===== src/rtl/lif_array_scheduler_if.sv =====
// Spike-event stream between the LIF scheduler and the downstream consumer.
// The master side owns the event FIFO head; the slave side returns ready.
interface lif_array_scheduler_if #(
    parameter int ID_W = 2
);
    logic            ev_valid;
    logic            ev_ready;
    logic [ID_W-1:0] ev_id;

    modport master (
        output ev_valid,
        output ev_id,
        input  ev_ready
    );

    modport slave (
        input  ev_valid,
        input  ev_id,
        output ev_ready
    );
endinterface


===== src/rtl/lif_array_scheduler.sv =====
// Time-multiplexed leaky-integrate-fire array. One shared update datapath walks
// the neurons in index order on every tick. Spikes become neuron-ID events in a
// first-word-fall-through FIFO. A full FIFO stalls the sweep, so no event is lost.
module lif_array_scheduler #(
    parameter int         NUM_NEURONS = 4,
    parameter int         ID_W        = 2,
    parameter int         FIFO_DEPTH  = 4,
    parameter logic [7:0] THRESH_RST  = 8'd230
) (
    input  logic                  clk,
    input  logic                  rst_n,
    input  logic                  cur_we,
    input  logic [ID_W-1:0]       cur_addr,
    input  logic [7:0]            cur_data,
    input  logic                  thr_we,
    input  logic [7:0]            thr_data,
    input  logic                  tick,
    output logic                  busy,
    output logic                  sweep_done,
    output logic                  overrun,
    lif_array_scheduler_if.master ev,
    input  logic [ID_W-1:0]       rd_addr,
    output logic [7:0]            rd_state
);

    localparam int PTR_W = $clog2(FIFO_DEPTH);
    localparam int CNT_W = PTR_W + 1;

    typedef enum logic [1:0] {
        IDLE = 2'd0,
        RUN  = 2'd1,
        DONE = 2'd2
    } fsm_t;

    fsm_t            state_q, state_d;
    logic [ID_W-1:0] idx_q;
    logic [7:0]      thr_q;
    logic            overrun_q;
    logic            in_run;

    logic [7:0] state_mem [NUM_NEURONS];
    logic [7:0] cur_mem   [NUM_NEURONS];

    logic [ID_W-1:0]  fifo_mem [FIFO_DEPTH];
    logic [PTR_W-1:0] wr_ptr, rd_ptr;
    logic [CNT_W-1:0] count;
    logic             fifo_full, fifo_empty;

    logic [7:0] s_cur, c_cur, next_val;
    logic [9:0] sum;
    logic       spike, last, pop, stall, advance, push;

    // Datapath operands for the neuron under the pointer.
    assign s_cur = state_mem[idx_q];
    assign c_cur = cur_mem[idx_q];
    assign spike = (s_cur >= thr_q);
    assign last  = (idx_q == ID_W'(NUM_NEURONS - 1));

    // Leak is s*(7/8) built from shifts. The sum fits in 10 bits, so it saturates instead of wrapping.
    assign sum      = {2'b00, c_cur} + {3'b000, s_cur[7:1]} + {4'b0000, s_cur[7:2]} + {5'b00000, s_cur[7:3]};
    assign next_val = (sum > 10'd255) ? 8'hFF : sum[7:0];

    // FIFO status and handshake.
    assign fifo_empty = (count == '0);
    assign fifo_full  = (count == CNT_W'(FIFO_DEPTH));
    assign pop        = !fifo_empty && ev.ev_ready;

    // A spike that cannot be queued holds the sweep. A same-cycle pop frees a slot.
    assign stall   = in_run && spike && fifo_full && !pop;
    assign advance = in_run && !stall;
    assign push    = advance && spike;

    // FSM state register.
    always_ff @(posedge clk or negedge rst_n) begin
        // NOTE: clocked state uses non-blocking assignments so every flop samples pre-edge values.
        if (!rst_n) state_q <= IDLE;
        else        state_q <= state_d;
    end

    // FSM next-state logic.
    always_comb begin
        // NOTE: default first, so no path leaves state_d unassigned and no latch is inferred.
        state_d = state_q;
        case (state_q)
            IDLE:    if (tick) state_d = RUN;
            RUN:     if (advance && last) state_d = DONE;
            DONE:    state_d = IDLE;
            default: state_d = IDLE;
        endcase
    end

    // FSM outputs.
    always_comb begin
        busy       = 1'b0;
        sweep_done = 1'b0;
        in_run     = 1'b0;
        case (state_q)
            RUN: begin
                busy   = 1'b1;
                in_run = 1'b1;
            end
            DONE: begin
                busy       = 1'b1;
                sweep_done = 1'b1;
            end
            default: ;
        endcase
    end

    // Neuron pointer: parked at 0 while idle, advances only on unstalled RUN cycles.
    always_ff @(posedge clk or negedge rst_n) begin
        if (!rst_n)               idx_q <= '0;
        else if (state_q == IDLE) idx_q <= '0;
        else if (advance)         idx_q <= idx_q + 1'b1;
    end

    // Threshold register and the sticky overrun flag.
    always_ff @(posedge clk or negedge rst_n) begin
        if (!rst_n) begin
            thr_q     <= THRESH_RST;
            overrun_q <= 1'b0;
        end else begin
            if (thr_we)        thr_q     <= thr_data;
            if (tick && busy)  overrun_q <= 1'b1;
        end
    end

    // Membrane and current register files. The update reads the pre-edge current,
    // so a same-cycle write to the active neuron lands for the next sweep.
    always_ff @(posedge clk or negedge rst_n) begin
        // NOTE: these register files are software-visible and must read 0 after reset, so they
        // are reset. The FIFO storage below is not, because its empty state hides stale entries.
        if (!rst_n) begin
            for (int i = 0; i < NUM_NEURONS; i++) begin
                state_mem[i] <= 8'd0;
                cur_mem[i]   <= 8'd0;
            end
        end else begin
            if (cur_we)  cur_mem[cur_addr] <= cur_data;
            if (advance) state_mem[idx_q]  <= spike ? 8'd0 : next_val;
        end
    end

    // FIFO storage, written at the tail.
    always_ff @(posedge clk) begin
        if (push) fifo_mem[wr_ptr] <= idx_q;
    end

    // FIFO pointers and occupancy. A push and a pop in one cycle leave the count unchanged.
    always_ff @(posedge clk or negedge rst_n) begin
        if (!rst_n) begin
            wr_ptr <= '0;
            rd_ptr <= '0;
            count  <= '0;
        end else begin
            if (push) wr_ptr <= wr_ptr + 1'b1;
            if (pop)  rd_ptr <= rd_ptr + 1'b1;
            case ({push, pop})
                2'b10:   count <= count + 1'b1;
                2'b01:   count <= count - 1'b1;
                default: ;
            endcase
        end
    end

    assign overrun     = overrun_q;
    assign ev.ev_valid = !fifo_empty;
    assign ev.ev_id    = fifo_mem[rd_ptr];
    assign rd_state    = state_mem[rd_addr];

endmodule

===== src/flat_wrapper.sv =====
// flat-port wrapper written by rule: the top's interface ports become plain ports
module lif_array_scheduler_flat 
#(
    parameter int         NUM_NEURONS = 4,
    parameter int         ID_W        = 2,
    parameter int         FIFO_DEPTH  = 4,
    parameter logic [7:0] THRESH_RST  = 8'd230
)
  (clk, rst_n, cur_we, cur_addr, cur_data, thr_we, thr_data, tick, busy, sweep_done, overrun, rd_addr, rd_state, ev_ev_valid, ev_ev_id, ev_ev_ready);
  lif_array_scheduler_if #(.ID_W(ID_W)) ev_i ();
  input  logic clk;
  input  logic rst_n;
  input  logic cur_we;
  input  logic [ID_W-1:0] cur_addr;
  input  logic [7:0] cur_data;
  input  logic thr_we;
  input  logic [7:0] thr_data;
  input  logic tick;
  output logic busy;
  output logic sweep_done;
  output logic overrun;
  input  logic [ID_W-1:0] rd_addr;
  output logic [7:0] rd_state;
  output wire logic [$bits(ev_i.ev_valid)-1:0] ev_ev_valid;
  output wire logic [$bits(ev_i.ev_id)-1:0] ev_ev_id;
  input wire logic [$bits(ev_i.ev_ready)-1:0] ev_ev_ready;
  assign ev_ev_valid = ev_i.ev_valid;
  assign ev_ev_id = ev_i.ev_id;
  assign ev_i.ev_ready = ev_ev_ready;
  lif_array_scheduler #(.NUM_NEURONS(NUM_NEURONS), .ID_W(ID_W), .FIFO_DEPTH(FIFO_DEPTH), .THRESH_RST(THRESH_RST)) u_core (.clk(clk), .rst_n(rst_n), .cur_we(cur_we), .cur_addr(cur_addr), .cur_data(cur_data), .thr_we(thr_we), .thr_data(thr_data), .tick(tick), .busy(busy), .sweep_done(sweep_done), .overrun(overrun), .ev(ev_i), .rd_addr(rd_addr), .rd_state(rd_state));
endmodule

===== config.mk =====
export PLATFORM = sky130hd
export DESIGN_NAME = lif_array_scheduler_flat
export DESIGN_NICKNAME = d
export VERILOG_FILES = /design/src/rtl/lif_array_scheduler_if.sv /design/src/rtl/lif_array_scheduler.sv /design/src/flat_wrapper.sv
export SDC_FILE = /design/constraint.sdc
export NUM_CORES = 1
export LEC_CHECK = 0
export BUFFER_PORTS_ARGS = -buffer_cell sky130_fd_sc_hd__buf_2
export CORE_MARGIN = 2
export CORE_UTILIZATION = 55
export CTS_CLUSTER_SIZE = 20
export DETAILED_ROUTE_END_ITERATION = 10
export PLACE_DENSITY = 0.88
export SKIP_LAST_GASP = 1
export SLEW_MARGIN = 5
export SYNTH_ARGS = -nofsm -noshare
export SYNTH_HDL_FRONTEND = slang
export SYNTH_SLANG_ARGS = --single-unit

===== constraint.sdc =====
create_clock -name clk -period 4.59 [get_ports clk]
set_clock_uncertainty 0.05 [all_clocks]
set_input_delay 0 -clock clk [delete_from_list [all_inputs] [get_ports clk]]
set_output_delay 0 -clock clk [all_outputs]
set_load 0.005 [all_outputs]

======== After elaboration in Yosys (flattened, before gate mapping) ========
Memory sizes are Yosys's and may differ from the RTL's.
Cells that the tools add are included.
cells by class
  add/subtract/negate cells ............... 8
  magnitude comparators ................... 7
  eq/ne operators ......................... 8
  mux-type cells .......................... 28
  bitwise gates (word level) .............. 3
  reduce and logical (&&, ||, !) cells .... 19
operators by type and width
  cell                 number
  $mux 8               10
  $bwmux 32            2
  $bmux 8 s2           3
  $demux 8 s2          2
  $add 10x5->10        1
  $add 10x6->10        1
  $gt 10x8->1 const B  1
  $logic_and 1x1->1    10
  $add 8x7->9          1
  $ge 3x3->1 const B   3
  $not 2->3            3
  $ge 8x8->1           1
  $mux 2               4
  $add 2x1->2 const B  3
  $eq 2x2->1 const B   3
  $lt 3x1->1 const B   2
  $pmux 3 s2           1
  $mux 1               5
  $eq 2x1->1 const B   2
  $pmux 2 s2           1
  $reduce_bool 2->1    2
  $add 3x1->3 const B  1
  $eq 3x3->1 const B   1
  $logic_not 1->1      3
  other kinds (7)      7
word-level totals
  register bits after elaboration ......... 84
  memory bits (writable) .................. 8
  memories kept ........................... 1
memory list
  name             words  bits a word  read ports  clocked after Yosys merged registers in  write ports  line                       RTL
  u_core.fifo_mem  4      2            1           0                                        1            lif_array_scheduler.sv:44  logic [ID_W-1:0] fifo_mem [FIFO_DEPTH];

======== Depth between registers and ports, before layout ========
  word-level depth ........................ 13
  mapped depth ............................ 18
  mapped depth without buffers ............ 16

======== Worst setup path after synthesis ========
Ideal clock, no wire load.
  kind .................................... register -> register
  from .................................... register u_core.idx_q[0]
  to ...................................... register u_core.state_mem[22] (netlist name)
  arrival ................................. 4,514 ps
  data required time ...................... 4,397 ps
  path slack .............................. -117 ps
  cell stages (with the launch flop) ...... 19
  path buffers ............................ 2
  period minus slack after synthesis ...... 4,707 ps
  cell sequence ........................... dfrtp_1 -> buf_4 -> buf_2 -> mux4_2 -> ha_1 -> inv_1 -> fa_1 -> nor2b_1 -> o31a_1 -> a21o_1 -> fa_1 -> inv_1 -> ha_1 -> o21a_1 -> o31a_1 -> a2bb2oi_1 -> o311a_4 -> o211ai_2 -> o311ai_1
between the ends
  longest elaborated chain between the ends .. 11
RTL lines
  element                                         line                                                                              RTL
  start: declaration                              lif_array_scheduler.sv:36                                                         logic [ID_W-1:0] idx_q;
  start signal: assignment                        lif_array_scheduler.sv:114                                                        else if (advance) idx_q <= idx_q + 1'b1;
  $not 2->3 *                                     lif_array_scheduler.sv:54, lif_array_scheduler.sv:55, lif_array_scheduler.sv:140
  $bmux 8 s2, on equally long branches            lif_array_scheduler.sv:55, lif_array_scheduler.sv:54
  $mux 8, on equally long branches (2 in series)  lif_array_scheduler.sv:55, lif_array_scheduler.sv:54
  $add 8x7->9                                     lif_array_scheduler.sv:60                                                         assign sum = {2'b00, c_cur} + {3'b000, s_cur[7:1]} + {4'b0000, s_cur[7:2]} + {5'b00000, s_cur[7:3]};
  $add 10x6->10                                   lif_array_scheduler.sv:60
  $add 10x5->10                                   lif_array_scheduler.sv:60
  $gt 10x8->1                                     lif_array_scheduler.sv:61                                                         assign next_val = (sum > 10'd255) ? 8'hFF : sum[7:0];
  $mux 8                                          lif_array_scheduler.sv:61
  $mux 8                                          lif_array_scheduler.sv:140                                                        if (advance) state_mem[idx_q] <= spike ? 8'd0 : next_val;
  $bwmux 32                                       lif_array_scheduler.sv:140
  end signal: indexed assignment                  lif_array_scheduler.sv:140
  end: declaration                                lif_array_scheduler.sv:41                                                         logic [7:0] state_mem [NUM_NEURONS];
Every way passes the cells marked *; elsewhere a longest branch is shown, timed or not. The select of a mux whose other input is x is not followed.
A chain may end at the register's enable or synchronous reset.

======== Worst setup path in the final report ========
  from .................................... register u_core.idx_q[0]
  to ...................................... register u_core.state_mem[14] (netlist name)
Same word-level chain as after synthesis.

==> metrics <==
status=finished clean; DR pass1 iterations=4; gp weighted congestion=0.955; XOR/XNOR Fraction of Synth Area=0.0209; min Tclk post-route=4.56 ns; Avg Vias per Cell=6.02; Inserted Clock Buffers=9; IO Pins=40; area post-placement=5820 um2; Post-route DRC=0; area leader, netlist=dfrtp_1; 1st-iter DRT viols=264; Routed WL=13.0 mm; non-filler instance count after layout=662; unique cell type count in the Yosys netlist=57; CTS Buffer Depth=2; row cnt=36; top cells by count, synth=dfrtp_1, inv_1, nand2_1, mux2_2, ha_1; top cells by area, synth=dfrtp_1, mux4_2, ha_1; total gr overflow=0; GRT busiest layer=met2; die area=10700 um2; CP required=4.76 ns; setup TNS=0 ns; Vias=3984; CP Capture Type=flop; initial antenna violation count=0; Inst Count DP=604; mux contribution to synthesized area=0.190; area grow syn2layout=20.0%; Max-slew headroom=0.292; Post-Syn Area=5440 um2; largest net degree at the start of global routing=85; IO buf count=39; die width=103 um; Worst Tran Pin Value=1.06 ns; H-tree levels=3; final instance area=6520 um2; adder-cell share of the synthesized area=0.108; register area share after synthesis=0.432; CP Data Arrival Time=4.73 ns; simple-gate share of the synthesized area=0.0737; Root Buffer=clkbuf_8; crit path max fanout=7; Initial Utilization=0.561; CTS clk-pin slew, worst paths=0.08 ns; Core ar.=9680 um2; TritonCTS Sinks=92; Mapped Cells=436; clock latency at the later pin of the worst-skew pair=0.38 ns; final net count=592; achievable frequency=219 MHz; Die H=103 um; max-cap viol count=0; ys async rst share=0.913; largest family of logic cells by synthesized area=multiplexers; share of cells above drive strength 1=0.321; first-pass GRT wire length=19.9 mm; gr usage total=0.253; unrepaired setup endpoints after global routing=true; Final Hold Fails=0; Hold Crit Class=input pin to flop; Synth Flop Type=dfrtp_1; CTS tree=done; number of inserted diodes=0; met2 usage=0.429; final period utilization=0.993; Avg Inst Size Synth=12.5 um2; Compound-Gate Fraction of Synth Area=0.136; vias in the first global route=4049; Post-synth EDFFs=8; Finish-stage setup viols=0; grt met1 use=0.305; routed len/inst=19.6 um; syn_nets=504; synth warn=0; Final ANT Viol Nets=0; DP Wirelength=9.12 mm; Setup crit start kind=flop; fin. max-slew vios=0; Final Core Density=0.673; Yosys top cell area share=0.364; met3 GRT Util=0.0659; most numerous cell in the Yosys netlist=dfrtp_1; WS Path Type=flop to flop; register bit total from synthesis=92
layer usage:
layer	wire, um	up-vias	share of wire
li1	-	1775	-
met1	5100	1976	0.39
met2	6610	184	0.51
met3	869	49	0.067
met4	433	0	0.033
met5	0	-	0
what timing repair did:
action,CTS,global route
hold buffers,33,0
setup buffers,2,7
setup endpoints to repair,20,32
hold endpoints to repair,123,0
resized for setup,4,10
gates cloned,0,0
pin swaps,3,6
critical path: stages (launching register included):
cell       delay (ns)
dfrtp_2          0.41
buf_12           0.14
mux4_2           0.52
ha_2             0.22
inv_1            0.07
fa_2             0.21
nor2b_1          0.08
o31a_1           0.29
a21o_1           0.19
fa_1             0.51
inv_1            0.08
ha_4             0.26
o21a_1           0.16
o31a_1           0.13
a2bb2oi_2        0.19
o311a_4          0.45
o211ai_4         0.26
o311ai_1         0.18
registers in the layout, summed over array words and instances, names as in the netlist:
name	cells
u_core.cur_mem	32
u_core.wr_ptr	2
u_core.count	3
u_core.thr_q	8
u_core.fifo_mem	8
u_core.rd_ptr	2
u_core.state_q	2
u_core.idx_q	2
u_core.state_mem	32
u_core.overrun	1
logic make-up (layout without fill, tap and decap cells):
family,Yosys count,count (layout)
adder cells (fa/ha/maj),42,42
multiplexers,66,66
AO/OA/AOI/OAI,90,90
XOR/XNOR,13,13
flip-flops,92,92
buffers and inverters,53,146
AND/OR/NAND/NOR,80,80
metrics by stage:
step,worst slack [ns],hold WS (ns)
after global placement,0.0899,0.157
final,0.0335,0.0129
after CTS,0.00910,0.00774
after floorplan,0.0217,-0.346
after global routing,-0.0713,0.0362
after detailed placement,-0.0722,0.166
layout make-up:
class / instances / area, um2
timing repair buffer: 90 / 692
tap: 133 / 166
multi-input combinational: 291 / 2960
fill: 656 / 3160
clock inverter: 4 / 48.8
inverter: 40 / 150
clock buffer: 12 / 155
sequential: 92 / 2350
placed cells by master, fill, tap and decap left out, types with 3 or more instances in the layout:
| cell | count |
|---|---|
| dfstp_2 | 5 |
| o21ai_0 | 16 |
| nor2b_1 | 3 |
| mux4_2 | 26 |
| and2_1 | 6 |
| o311ai_1 | 3 |
| xor2_1 | 5 |
| fa_1 | 7 |
| ha_1 | 29 |
| and3_1 | 3 |
| edfxtp_1 | 8 |
| inv_1 | 40 |
| a21oi_1 | 8 |
| xnor2_1 | 8 |
| mux2_2 | 36 |
| buf_2 | 38 |
| a21o_1 | 5 |
| nor2_1 | 9 |
| dlygate4sd3_1 | 33 |
| o211ai_1 | 10 |
| nand2_1 | 40 |
| dfrtp_1 | 78 |
| buf_4 | 16 |
| clkbuf_8 | 11 |
| nand3_1 | 5 |
| ha_4 | 4 |
| o21a_1 | 5 |
| mux2i_1 | 3 |
| o211ai_4 | 7 |
| a22oi_1 | 16 |
worst paths after layout:
path,startpoint,cells past startpoint,slack [ns],endpoint
worst min register to register,u_core.overrun$_DFFE_PN0P_,1,0.41,u_core.overrun$_DFFE_PN0P_
max in group asynchronous,rst_n,2,3.45,u_core.idx_q[0]$_DFFE_PN0P_
worst max register to register,u_core.idx_q[0]$_DFFE_PN0P_,17,0.03,u_core.state_mem[14]$_DFFE_PN0P_
worst max-delay path,u_core.idx_q[0]$_DFFE_PN0P_,17,0.03,u_core.state_mem[14]$_DFFE_PN0P_
min in group asynchronous,rst_n,2,0.29,u_core.thr_q[0]$_DFFE_PN0P_
worst min-delay path,thr_we,2,0.01,u_core.thr_q[0]$_DFFE_PN0P_
Power is left out: the tool's default activity adds up to more than one toggle a clock period on the data nets, which glitch-free logic cannot reach.
